### config.mk
export PLATFORM = sky130hd
export DESIGN_NAME = reduce_adder_pipe
export DESIGN_NICKNAME = d
export VERILOG_FILES = /design/src/rtl/reduce_adder_pkg.sv /design/src/rtl/reduce_adder_stage.sv /design/src/rtl/reduce_adder_pipe.sv
export SDC_FILE = /design/constraint.sdc
export NUM_CORES = 1
export LEC_CHECK = 0
export ABC_AREA = 1
export CAP_MARGIN = 20
export CORE_ASPECT_RATIO = 1.1
export CORE_MARGIN = 2
export CORE_UTILIZATION = 35
export CTS_BUF_LIST = sky130_fd_sc_hd__clkbuf_8
export DETAILED_ROUTE_END_ITERATION = 12
export SYNTH_ARGS = -nofsm -noshare
export SYNTH_HDL_FRONTEND = slang
export SYNTH_SLANG_ARGS = --single-unit
### constraint.sdc
create_clock -name clk -period 4.4 [get_ports clk]
set_input_delay 1.32 -clock clk [delete_from_list [all_inputs] [get_ports clk]]
set_output_delay 1.32 -clock clk [all_outputs]
set_load 0.02 [all_outputs]
### src/rtl/reduce_adder_pkg.sv
// Shared helpers for the pipelined reduction adder: tree depth, stage control record,
// lane-extension mode codes and saturation bounds.
package reduce_adder_pkg;

   // Lane extension modes selected by the SIGNED parameter.
   localparam int EXT_ZERO = 0;
   localparam int EXT_SIGN = 1;

   // Control half of a tree stage record; the partial sums travel beside it,
   // because their width depends on the level.
   typedef struct packed {
      logic valid;
      logic last;
   } stage_ctl_t;

   // Number of tree levels. Non-power-of-two lane counts round up and are padded with zero lanes.
   function automatic int clog2_pad(input int n);
      int l;
      l = 0;
      for (int i = 0; i < 31; i++) begin
         if ((1 << l) < n) l++;
      end
      return l;
   endfunction

   // Largest value that fits in w bits, for unsigned or two's-complement data.
   function automatic logic [63:0] sat_max(input bit is_signed, input int w);
      logic [63:0] m;
      m = '1;
      m = m >> (64 - w);
      if (is_signed) m = m >> 1;
      return m;
   endfunction

   // Smallest value that fits in w bits, for unsigned or two's-complement data.
   function automatic logic [63:0] sat_min(input bit is_signed, input int w);
      return is_signed ? (64'd1 << (w - 1)) : 64'd0;
   endfunction

endpackage

### src/rtl/reduce_adder_stage.sv
// One registered level of the reduction tree: it adds PAIRS pairs of partial sums and
// carries a valid/last slice that collapses bubbles.
module reduce_adder_stage
   import reduce_adder_pkg::*;
#(
   parameter int PAIRS = 1,
   parameter int W     = 12
) (
   input  logic                 clk,
   input  logic                 rst_n,
   input  logic                 up_valid,
   input  logic                 up_last,
   input  logic [2*PAIRS*W-1:0] up_sums,
   output logic                 up_ready,
   output logic                 dn_valid,
   output logic                 dn_last,
   output logic [PAIRS*W-1:0]   dn_sums,
   input  logic                 dn_ready
);

   stage_ctl_t           ctl_q;
   logic [PAIRS*W-1:0]   sums_q;
   logic [PAIRS*W-1:0]   sums_d;

   // The stage loads when it is empty or when the level below takes its contents.
   // up_ready never depends on up_valid.
   assign up_ready = !ctl_q.valid || dn_ready;

   // NOTE: every variable written in always_comb gets a default first, so no latch is inferred.
   always_comb begin
      sums_d = '0;
      for (int p = 0; p < PAIRS; p++) begin
         sums_d[p*W +: W] = up_sums[2*p*W +: W] + up_sums[(2*p+1)*W +: W];
      end
   end

   // NOTE: sequential state uses non-blocking assignments only.
   always_ff @(posedge clk or negedge rst_n) begin
      if (!rst_n) begin
         ctl_q  <= '0;
         sums_q <= '0;
      end else if (up_ready) begin
         ctl_q.valid <= up_valid;
         ctl_q.last  <= up_valid && up_last;
         if (up_valid) sums_q <= sums_d;
      end
   end

   assign dn_valid = ctl_q.valid;
   assign dn_last  = ctl_q.last;
   assign dn_sums  = sums_q;

endmodule

### src/rtl/reduce_adder_pipe.sv
// Pipelined NUM-lane reduction adder with packet accumulation and valid/ready backpressure.
// Define REDUCE_ADDER_PIPE_SAT_EN to clamp the accumulator on overflow instead of wrapping.
module reduce_adder_pipe
   import reduce_adder_pkg::*;
#(
   parameter int BITS     = 8,
   parameter int NUM      = 16,
   parameter int OUT_BITS = BITS + $clog2(NUM),
   parameter int SIGNED   = 0,
   parameter int CNT_BITS = 8
) (
   input  logic                 clk,
   input  logic                 rst_n,
   input  logic                 in_valid,
   output logic                 in_ready,
   input  logic                 in_last,
   input  logic [NUM*BITS-1:0]  data_in,
   output logic                 out_valid,
   input  logic                 out_ready,
   output logic [OUT_BITS-1:0]  out_sum,
   output logic [CNT_BITS-1:0]  out_beats,
   output logic                 out_ovf
);

   localparam int L   = clog2_pad(NUM);
   localparam int P   = 1 << L;
   localparam int MSB = OUT_BITS - 1;

   // All tree levels packed end to end: level k starts at sum index 2P - 2^(L-k+1).
   logic [(2*P-1)*OUT_BITS-1:0] tree_bus;
   logic [L:0]                  lv_valid;
   logic [L:0]                  lv_last;
   logic [L:0]                  lv_ready;

   for (genvar i = 0; i < P; i++) begin : g_lane
      if (i < NUM) begin : g_real
         logic [BITS-1:0] lane;
         logic            ext_bit;
         assign lane    = data_in[i*BITS +: BITS];
         assign ext_bit = (SIGNED == EXT_SIGN) ? lane[BITS-1] : 1'b0;
         assign tree_bus[i*OUT_BITS +: OUT_BITS] = {{(OUT_BITS-BITS){ext_bit}}, lane};
      end else begin : g_pad
         assign tree_bus[i*OUT_BITS +: OUT_BITS] = '0;
      end
   end

   assign lv_valid[0] = in_valid;
   assign lv_last[0]  = in_last;
   assign in_ready    = lv_ready[0];

   for (genvar k = 0; k < L; k++) begin : g_lvl
      localparam int PAIRS   = 1 << (L - k - 1);
      localparam int IN_OFF  = (1 << (L + 1)) - (1 << (L - k + 1));
      localparam int OUT_OFF = (1 << (L + 1)) - (1 << (L - k));

      reduce_adder_stage #(
         .PAIRS (PAIRS),
         .W     (OUT_BITS)
      ) u_stage (
         .clk      (clk),
         .rst_n    (rst_n),
         .up_valid (lv_valid[k]),
         .up_last  (lv_last[k]),
         .up_sums  (tree_bus[IN_OFF*OUT_BITS +: 2*PAIRS*OUT_BITS]),
         .up_ready (lv_ready[k]),
         .dn_valid (lv_valid[k+1]),
         .dn_last  (lv_last[k+1]),
         .dn_sums  (tree_bus[OUT_OFF*OUT_BITS +: PAIRS*OUT_BITS]),
         .dn_ready (lv_ready[k+1])
      );
   end

   logic                t_valid;
   logic                t_last;
   logic [OUT_BITS-1:0] t_sum;
   logic                out_free;
   logic                acc_ready;
   logic                take;

   logic [OUT_BITS-1:0] acc_q;
   logic                first_q;
   logic [CNT_BITS-1:0] cnt_q;
   logic                ovf_q;

   logic [OUT_BITS-1:0] base;
   logic [OUT_BITS:0]   raw;
   logic                ovf_now;
   logic [OUT_BITS-1:0] sum_d;
   logic [CNT_BITS-1:0] cnt_inc;

   assign t_valid = lv_valid[L];
   assign t_last  = lv_last[L];
   assign t_sum   = tree_bus[(2*P-2)*OUT_BITS +: OUT_BITS];

   // Non-last beats are always absorbed; a closing beat waits for room in the output register.
   assign out_free    = !out_valid || out_ready;
   assign acc_ready   = !t_last || out_free;
   assign take        = t_valid && acc_ready;
   assign lv_ready[L] = acc_ready;

   assign cnt_inc = (&cnt_q) ? cnt_q : cnt_q + 1'b1;

`ifdef REDUCE_ADDER_PIPE_SAT_EN
   localparam logic [63:0]         SAT_MAX_W = sat_max(SIGNED == EXT_SIGN, OUT_BITS);
   localparam logic [63:0]         SAT_MIN_W = sat_min(SIGNED == EXT_SIGN, OUT_BITS);
   localparam logic [OUT_BITS-1:0] SAT_MAX   = SAT_MAX_W[OUT_BITS-1:0];
   localparam logic [OUT_BITS-1:0] SAT_MIN   = SAT_MIN_W[OUT_BITS-1:0];
`endif

   always_comb begin
      base = first_q ? '0 : acc_q;
      raw  = {1'b0, base} + {1'b0, t_sum};
      if (SIGNED == EXT_SIGN) ovf_now = (base[MSB] == t_sum[MSB]) && (raw[MSB] != base[MSB]);
      else                    ovf_now = raw[OUT_BITS];
`ifdef REDUCE_ADDER_PIPE_SAT_EN
      // Once clamped, the accumulator holds its bound until the packet closes.
      if (ovf_q)        sum_d = acc_q;
      else if (ovf_now) sum_d = ((SIGNED == EXT_SIGN) && base[MSB]) ? SAT_MIN : SAT_MAX;
      else              sum_d = raw[OUT_BITS-1:0];
`else
      sum_d = raw[OUT_BITS-1:0];
`endif
   end

   always_ff @(posedge clk or negedge rst_n) begin
      if (!rst_n) begin
         acc_q     <= '0;
         first_q   <= 1'b1;
         cnt_q     <= '0;
         ovf_q     <= 1'b0;
         out_valid <= 1'b0;
         out_sum   <= '0;
         out_beats <= '0;
         out_ovf   <= 1'b0;
      end else begin
         if (take) begin
            if (t_last) begin
               out_sum   <= sum_d;
               out_beats <= cnt_inc;
               out_ovf   <= ovf_q || ovf_now;
               acc_q     <= '0;
               first_q   <= 1'b1;
               cnt_q     <= '0;
               ovf_q     <= 1'b0;
            end else begin
               acc_q     <= sum_d;
               cnt_q     <= cnt_inc;
               first_q   <= 1'b0;
               ovf_q     <= ovf_q || ovf_now;
            end
         end
         if (take && t_last) out_valid <= 1'b1;
         else if (out_ready) out_valid <= 1'b0;
      end
   end

endmodule

==> impl_metrics.yaml <==
routing:
  drcViolationCount: 0
  vias: 11900
  antenna_left: 0
  vias_per_cell: 4.73
  drt_wl_total_um: 30600
  routedWlPerCell_um: 12.1
  firstDrtPassIters: 5
  drt_iter0_drc: 469
global_route:
  grt_pass1_wl_um: 52900
  grt.total_usage_pct: 15.2
  grt_pass1_vias: 11700
  grt_max_degree: 106
  overflow: 0
  antenna_found_initial: 0
finish:
  areaGrowthSynthToFinish_pct: 18.0
  final_common_cell: "nand2_1"
  antenna_cells: 0
  fill_cells: 4019
  multiInputGateArea_sq_um: 8000
  layout.nets: 2294
  final_cell_mix: "726 x nand2_1, 197 x dfrtp_1, 162 x inv_1, 156 x nand3_1, 153 x clkdlybuf4s50_1"
  seqCellArea_sq_um: 4960
  instances_no_fill: 2521
  layout-drive-gt1-share_pct: 3.18
yosys:
  yosys.area_share.simple_pct: 30.2
  synth-xor-area-share_pct: 3.81
  syn_inst: 1851
  ys.warnings.count: 0
  seq_area_frac_synth_pct: 35.9
  synthMuxAreaShare_pct: 0
  ys_seq_elements: 198
  synth_top_family_by_area: "simple AND/OR/NAND/NOR gates"
  synth_cell_types: 37
  avgSynthCellArea_sq_um: 7.45
  synthAdderAreaFrac_pct: 15.4
  syn-cell-area_sq_um: 13800
  synth_fp_nets: 2144
  synth_compound_area_share_pct: 8.60
sta:
  fmaxAchievable_ghz: 0.253
  worstMarginPinSlew_ps: 863
  period_needed_ps: 3950
  setup_tns_ps: 0
  timing.slew.headroom_pct: 42.5
  hold_viol_final: 0
  period_share_pct: 89.9
  rsz0062_at_grt: "no"
  setup_viol: 0
  skew_ps: 18.3
  slew_viol_final: 0
worst_setup_path:
  worstPathBufferInverterCount: 3
  crit_path_end: "in_ready"
  critPathMaxStageDelay_ps: 410
  critPathMaxFanout: 4
  cp-start-kind: "input pin"
  r2r_cells: 10
  worst-setup-path-type: "in -> out"
  cp_top_family: "buffers and inverters"
  critical_path.startpoint: "out_ready"
  cp_common_cell: "nand2_2"
  critical_path_depth: 8
  reg2reg_slack_ps: 2240
  timing.rr.start: "out_valid"
  crit_arrival_ps: 2630
  cp_cell_sequence: "clkdlybuf4s50_1 > inv_1 > nand3_2 > nor2_2 > nand2_2 > nor2_4 > nand2_2 > dlymetal6s2s_1"
  rr_endpoint: "g_lvl[0].u_stage.dn_sums[79]"
  slowest_stage: "clkdlybuf4s50_1"
  cp.required_ps: 3080
  cp-end-kind: "primary output"
power_and_ir_drop:
  leakage_nw: 8.46
  p_int_mw: 4.69
  vdd_ir_drop_max_mv: 0.300
  switchingPower_mw: 3.59
  power_density_nw_per_um2: 509
  pwr-share-seq_pct: 33.4
  p_clk_share_pct: 14.7
  sw_frac_of_total_pct: 43.3
  pwr-share-comb_pct: 51.8
clock_tree:
  cts_tree: "done"
  htreeDepth: 4
  cts_sinks: 198
  clk_pin_slew_ps: 90
  clk_path_buf_depth: 2
  cts_inserted_buffers: 17
  post_cts_buffers: 0
  insertion_delay_ps: 490
  cts_root_buffer: "clkbuf_8"
place:
  gp_routability_congestion: 0.882
  port_buffers: 155
  dp_hpwl_um: 23900
  place_inst: 2488
outcome:
  outcome: "completed"
hold_path:
  hold_class: "reg -> reg"
die:
  dieWidth_um: 193
  num_rows: 76
  num_io_pins: 156
  dieArea_sq_um: 41000
  die-height_um: 212
  core_area_sq_um: 39000
  initial_core_util_pct: 35.4
job:
  maxCapViolations: 0
-- through the flow --
stage | hold slack, ps | power [mW] | instance area, sq um | util [%] | setup WS, ps
6_report | 485 | 8.28 | 16300 | 41.8 | 446
2_1_floorplan | 446 | 5.96 | 13800 | - | 1190
3_3_place_gp | 465 | 7.05 | 15900 | 40.7 | 86.0
3_5_place_dp | 466 | 7.10 | 15900 | 40.7 | 83.7
5_1_grt | 514 | 9.15 | 16300 | 41.8 | 322
4_1_cts | 492 | 8.37 | 16300 | 41.7 | 78.1
-- sequential cells by signal (all words and copies together) (netlist names) --
signal	cells
g_lvl.u_stage.dn_sums	146
acc_q	12
out_sum	12
cnt_q	8
out_beats	8
g_lvl.u_stage.dn_last	4
g_lvl.u_stage.dn_valid	4
first_q	1
out_ovf	1
out_valid	1
ovf_q	1
-- cell type report --
cell class | count | share of cell area (%)
multi-input cells | 1454 | 49.2
flip-flops and latches | 198 | 30.4
repair buffers | 166 | 10.2
well taps | 507 | 3.90
inverters | 164 | 3.78
clock buffers | 19 | 1.61
clock inverters | 13 | 0.892
-- cells by family after synthesis --
family,count (synthesis)
AND/OR/NAND/NOR,1017
AO/OA/AOI/OAI,217
buffers and inverters,199
flip-flops,198
adder cells (fa/ha/maj),160
XOR/XNOR,60
-- metal layers --
metal  wire (um)  GRT usage (%)  part of all wire (%)  vias to the layer above
met1       15100           20.0                    49                     5379
met5           0              0                     0                        -
met4         297           3.58                  0.97                        0
met2       14300           26.5                    47                      180
li1            -              -                     -                     6330
met3         851           2.24                   2.8                       25
-- power by group through the flow --
stage          combinational (mW)  sequential (mW)  clock (mW)
6_report                     4.29             2.77        1.22
2_1_floorplan                3.19             2.77           0
4_1_cts                      4.32             2.78        1.27
5_1_grt                      4.96             2.84        1.35
3_5_place_dp                 4.29             2.81           0
3_3_place_gp                 4.25             2.80           0
-- synthesized netlist by cell type (all sizes together) --
library cell / instances / area share (%)
ha: 144 / 13
nor2: 83 / 2.3
dfrtp: 197 / 36
o21bai: 3 / 0.16
a21o: 1 / 0.054
nand2: 730 / 20
or2: 1 / 0.045
nand3b: 10 / 0.54
buf: 26 / 1.4
o211ai: 7 / 0.38
nand4: 27 / 1.2
xor2: 14 / 0.89
o21ai: 87 / 3.4
fa: 16 / 2.3
inv: 163 / 4.4
dfstp: 1 / 0.19
and2: 2 / 0.091
xnor2: 46 / 2.9
nor3: 7 / 0.25
nand3: 157 / 5.7
a22o: 2 / 0.13
a21oi: 100 / 3.6
clkinv: 1 / 0.027
o22ai: 9 / 0.41
clkbuf: 9 / 0.24
o21a: 8 / 0.44
-- worst min-delay path by stage --
stage               slack (ps)                          from                            to  cells after the start
finish                     490                      acc_q[9]                      acc_q[9]                      2
global route               510                       out_ovf                       out_ovf                      2
CTS                        490                      acc_q[9]                      acc_q[9]                      2
detailed placement         470                     acc_q[10]                     acc_q[10]                      2
global placement           470                  out_beats[5]                  out_beats[5]                      2
floorplan                  450  g_lvl[1].u_stage.dn_sums[12]  g_lvl[1].u_stage.dn_sums[12]                      2
-- what timing repair did --
action                     4_1_cts  5_1_grt
hold buffers                     0        0
resized for setup                0        1
setup endpoints to repair        0        1
-- worst min-delay path, cell delays in order, from the launching register on --
cell and delay, ps:
dfrtp_1 350, nand2_1 50, nand2_1 50
Note: power is estimated with default switching activity, not from simulation.
